<file path="src/rtl/led_pkg.sv">
// led_pkg: shared LED polarity, default PWM sizing and duty type
package led_pkg;
    localparam logic LED_ON  = 1'b0;
    localparam logic LED_OFF = 1'b1;
    localparam int PWM_BITS_DEF = 8;
    localparam int PRESCALE_DEF = 98;
    typedef logic [PWM_BITS_DEF-1:0] duty_t;
endpackage

</file>
<file path="src/rtl/pwm_timebase.sv">
// pwm_timebase: clk prescaler plus free-running PWM counter with tick and wrap strobes
module pwm_timebase #(
    parameter int PRESCALE = 98,
    parameter int PWM_BITS = 8
) (
    input  logic                clk,
    input  logic                reset,
    output logic [PWM_BITS-1:0] pwm_cnt,
    output logic                tick,
    output logic                wrap
);
    localparam int PW = PRESCALE > 1 ? $clog2(PRESCALE) : 1;
    logic [PW-1:0] pre;
    assign tick = pre == PW'(PRESCALE - 1);
    assign wrap = tick && &pwm_cnt;
    always_ff @(posedge clk) begin
        if (reset) begin
            pre     <= '0;
            pwm_cnt <= '0;
        end else begin
            pre <= tick ? '0 : pre + 1'b1;
            if (tick) pwm_cnt <= pwm_cnt + 1'b1;
        end
    end
endmodule

</file>
<file path="src/rtl/led_pwm_driver.sv">
// led_pwm_driver: gated active-low PWM LEDs, duty writes commit at period wrap; LED_PWM_BREATHE_EN ramps channel 0
module led_pwm_driver
    import led_pkg::*;
#(
    parameter int CHANNELS = 4,
    parameter int PWM_BITS = PWM_BITS_DEF,
    parameter int PRESCALE = PRESCALE_DEF
) (
    input  logic                        clk,
    input  logic                        reset,
    input  logic                        wr_valid,
    output logic                        wr_ready,
    input  logic [$clog2(CHANNELS)-1:0] wr_chan,
    input  logic [PWM_BITS-1:0]         wr_duty,
    input  logic [CHANNELS-1:0]         src_in,
    output logic [CHANNELS-1:0]         led,
    output logic                        period_tick
);
    localparam int CW = $clog2(CHANNELS);
    logic [PWM_BITS-1:0] pwm_cnt, pend_duty;
    logic [PWM_BITS-1:0] active_duty [CHANNELS];
    logic [PWM_BITS-1:0] duty [CHANNELS];
    logic [CW-1:0]       pend_chan;
    logic                wrap, pend;
    logic [CHANNELS-1:0] on;

    pwm_timebase #(.PRESCALE(PRESCALE), .PWM_BITS(PWM_BITS)) u_timebase (
        .clk(clk), .reset(reset), .pwm_cnt(pwm_cnt), .tick(), .wrap(wrap)
    );

    // A single pending slot: ready stays low from acceptance until the commit wrap
    always_ff @(posedge clk) begin
        if (reset) begin
            wr_ready  <= 1'b0;
            pend      <= 1'b0;
            pend_chan <= '0;
            pend_duty <= '0;
            for (int c = 0; c < CHANNELS; c++) active_duty[c] <= '0;
        end else if (wr_valid && wr_ready) begin
            pend      <= 1'b1;
            pend_chan <= wr_chan;
            pend_duty <= wr_duty;
            wr_ready  <= 1'b0;
        end else if (pend && wrap) begin
            pend     <= 1'b0;
            wr_ready <= 1'b1;
            for (int c = 0; c < CHANNELS; c++)
                if (pend_chan == CW'(c)) active_duty[c] <= pend_duty;
        end else begin
            wr_ready <= !pend;
        end
    end

`ifdef LED_PWM_BREATHE_EN
    logic [PWM_BITS-1:0] ramp;
    logic                up, turn;
    assign turn = up ? &ramp : ramp == '0;
    always_ff @(posedge clk) begin
        if (reset) begin
            ramp <= '0;
            up   <= 1'b1;
        end else if (wrap) begin
            up   <= up ^ turn;
            ramp <= (up ^ turn) ? ramp + 1'b1 : ramp - 1'b1;
        end
    end
    always_comb begin
        for (int c = 0; c < CHANNELS; c++) duty[c] = active_duty[c];
        duty[0] = ramp;
    end
`else
    assign duty = active_duty;
`endif

    always_comb begin
        for (int c = 0; c < CHANNELS; c++) on[c] = src_in[c] && (pwm_cnt < duty[c]);
    end

    always_ff @(posedge clk) begin
        period_tick <= !reset && wrap;
        for (int c = 0; c < CHANNELS; c++) led[c] <= (!reset && on[c]) ? LED_ON : LED_OFF;
    end
endmodule
</file>
<file path="config.mk">
export PLATFORM = sky130hd
export DESIGN_NAME = led_pwm_driver
export DESIGN_NICKNAME = d
export VERILOG_FILES = /design/src/rtl/led_pkg.sv /design/src/rtl/pwm_timebase.sv /design/src/rtl/led_pwm_driver.sv
export SDC_FILE = /design/constraint.sdc
export NUM_CORES = 1
export LEC_CHECK = 0
export CAP_MARGIN = 25
export CORE_AREA = 2 2 83 85
export DETAILED_ROUTE_END_ITERATION = 8
export DIE_AREA = 0 0 85 87
export PLACE_DENSITY = 0.68
export SYNTH_ARGS = -nofsm -noshare
export SYNTH_HDL_FRONTEND = slang
export SYNTH_HIERARCHICAL = 1
export SYNTH_SLANG_ARGS = --single-unit
</file>
<file path="constraint.sdc">
create_clock -name clk -period 3.2 [get_ports clk]
set_input_delay 0.32 -clock clk [delete_from_list [all_inputs] [get_ports clk]]
set_output_delay 0.32 -clock clk [all_outputs]
set_load 0.01 [all_outputs]
</file>
==> summary.md <==
| Metric | Value |
|---|---|
| Run status | `finished, final reports clean` |
| Post-synthesis mux area share | `8.50%` |
| Slew Viols, Final | `0` |
| Post-synth EDFFs | `0` |
| Static Leakage | `1.30 nW` |
| Worst setup margin | `0.315 ns` |
| Headroom to the max-slew limit | `between 50% and 60%` |
| Asr flop ratio synth | `0%` |
| Share of cells above drive strength 1 | `~8%` |
| Total power draw | `around 0.0015 W` |
| Vias in the first global route | `2,239` |
| Placed Instances | `440` |
| Worst Path Required | `3.43 ns` |
| Die Y | `87 um` |
| Io pins | `23` |
| Most area-consuming cells after synthesis | `dfxtp_1 (41%), ha_1 (12%), mux2i_1 (7.7%)` |
| Setup-failing EPs final | `0` |
| Synth Area in Compound Gates | `12.1%` |
| Vias | `2,438` |
| First-pass GRT wire length | `10.9 mm` |
| Syn Nets | `395` |
| Number of buffers inserted by port buffering | `22` |
| Crit Path Max Fanout | `13` |
| Syn avg cell area | `9.04 um2` |
| Share of the synthesized area in the top cell type | `roughly two fifths` |
| Pre-Repair DR Iteration Count | `7` |
| Fin crit period | `2.89 ns` |
| Mapped cell area | `3140 um2` |
| Fin nets | `419` |
| Clock tree buffer depth | `2` |
| Xor/xnor share of the synthesized area | `0.838%` |
| Area leader, netlist | `dfxtp_1` |
| Register area share after synthesis | `40.9%` |
| Resize count post-CTS | `0` |
| TritonCTS clock tree | `yes` |
| FP Rows | `30` |
| Syn-to-layout area delta | `14.5%` |
| Diode count | `0` |
| MaxCap Viol Count | `0` |
| Pwr per Cell Area | `425 nW/um2` |
| Initial core utilization | `a little under half` |
| Critical Path Start Type | `flip-flop` |
| Ys flop type | `dfxtp_1` |
| # hold bufs at CTS | `0` |
| Clock Tree Root | `clkbuf_8` |
| CP Capture Type | `flip-flop` |
| Seq cells post-synth | `64` |
| Final count of hold timing violations | `0` |
| Non-Filler Instances | `453` |
| Hold WC Path Type | `reg -> reg` |
| RSZ-0062 raised after global routing | `no` |
| Core area | `6570 um2` |
| Final setup skew | `0.00790 ns` |
| Simple-gate share of the synthesized area | `19.2%` |
| DR iter-0 viols | `100` |
| CP arrival | `~3.1 ns` |
| Top cells by count, synth | `dfxtp_1 (64), nand2_1 (42), nor2_1 (39)` |
| Adder-cell area share of the yosys netlist | `about an eighth` |
| Max Freq | `347 MHz` |
| Detailed-route wire length | `6.37 mm` |
| DRC | `0` |
| Initial antenna violation count | `0` |
| Worst-path clk slew | `about 0.060 ns` |
| GPL Wtd Cong | `0.792` |
| All-Layer GR Usage | `19.2%` |
| Post-route ant nets | `0` |
| Worst slew pin tran | `0.655 ns` |
| Synthesized instance count | `347` |
| R2R depth | `6` |
| Largest net degree at the start of global routing | `36` |
| Die width | `85 um` |
| Routed len/inst | `14.1 um` |
| Fin crit share | `90.2%` |
| Max VDD drop | `0.000293 V` |
| Total negative slack | `0 ns` |
| Dpl ws | `0.209 ns` |
| H-Tree Level Count | `3` |
| Post-CTS setup buffer count | `0` |
| Clock Latency Late Sink | `approximately 0.34 ns` |
| Most common cell in the netlist | `dfxtp_1` |
| Num CTS Buffers | `9` |
| Die footprint | `7400 um2` |
| Cells on Worst Hold Path | `2` |
| Critical path class | `reg -> reg` |
| Largest family of logic cells by synthesized area | `simple AND/OR/NAND/NOR gates` |
| Vias/cell | `5.38` |
| Netlist cell types | `42` |
| Yosys warns | `6` |
| Hpwl dp | `roughly 4.6 mm` |
| Clk sinks | `64` |
| GR Overflow Total | `0` |
-- power breakdown --
part,internal [W],switching (W),total (W)
logic,0.0000325,0.0000337,0.0000661
clock network,0.000353,0.000283,0.000636
registers,0.000808,0.0000172,0.000825
total,0.00119,0.000334,0.00153
-- flip-flops by register name (all words and copies together) (netlist names) --
| register | count |
|---|---|
| active_duty | 32 |
| wr_ready | 1 |
| led | 4 |
| period_tick | 1 |
| pend | 1 |
| pend_duty | 8 |
| u_timebase/pre | 7 |
| u_timebase/pwm_cnt | 8 |
| pend_chan | 2 |
-- placed cells by master, fill, tap and decap left out, types with 2 or more instances in the layout --
cell / Yosys / layout
dfxtp_1: 64 / 64
nand2_1: 42 / 42
nor2_1: 39 / 39
inv_1: 32 / 32
ha_1: 31 / 31
a21oi_1: 25 / 25
mux2i_1: 24 / 24
clkdlybuf4s50_1: 0 / 21
clkbuf_8: 0 / 13
o211ai_1: 10 / 10
nand3_1: 6 / 6
a211oi_1: 5 / 5
nor4_1: 5 / 5
o21a_1: 4 / 4
buf_4: 2 / 4
o21ai_0: 4 / 4
nor2b_1: 3 / 3
nor3b_1: 3 / 3
a22o_1: 3 / 3
nand4_1: 3 / 3
or3_1: 3 / 3
o31ai_1: 3 / 3
or4_1: 3 / 3
a31o_2: 2 / 2
and2_1: 2 / 2
nor4b_2: 2 / 2
or4_4: 2 / 2
xor2_1: 2 / 2
-- path summary, 6_finish.rpt --
path	start	endpoint	slack (ns)
max	u_timebase/pre[4]	active_duty[7]	0.31
min	active_duty[24]	active_duty[24]	0.45
max reg2reg	u_timebase/pre[4]	active_duty[7]	0.31
min reg2reg	active_duty[24]	active_duty[24]	0.45
-- per-layer routing --
metal  global-route usage, %  up-vias  wire [um]
li1                        -     1258          -
met1                    25.3     1114       3090
met2                    29.8       53       2900
met3                    4.08       13        243
met4                    9.24        0        143
met5                       0        -          0
-- logic make-up after synthesis --
kind of cell               Yosys count
DFF                                 64
xor gates and xnor gates             3
buffers and inverters               45
AOI/OAI and AO/OA                   59
muxes                               26
and+or+nand+nor                    119
adders and majority gates           31
-- worst max-delay path: stages, from the launching register on --
cell       delay, ns
dfxtp_1         0.35
or4b_4          0.64
nor4_1          0.62
nand2_1         0.31
nand4bb_2       0.54
mux2i_1         0.26
nor2_1          0.05
-- layout make-up --
type                    count  area, um2
clock buffers              13        179
inverters                  32        120
fillers                   610       2980
well taps                  80        100
multi-input cells         238       1670
flip-flops and latches     64       1280
repair buffers             26        245
-- per-stage QoR --
stage,area [um2],util (%),hold slack (ns)
after floorplan,3140,-,0.392
after global placement,3410,51.9,0.440
after detailed placement,3410,51.9,0.448
after CTS,3590,54.6,0.450
after global routing,3590,54.7,0.472
final,3590,54.7,0.453
Note: power is estimated with default switching activity, not from simulation.
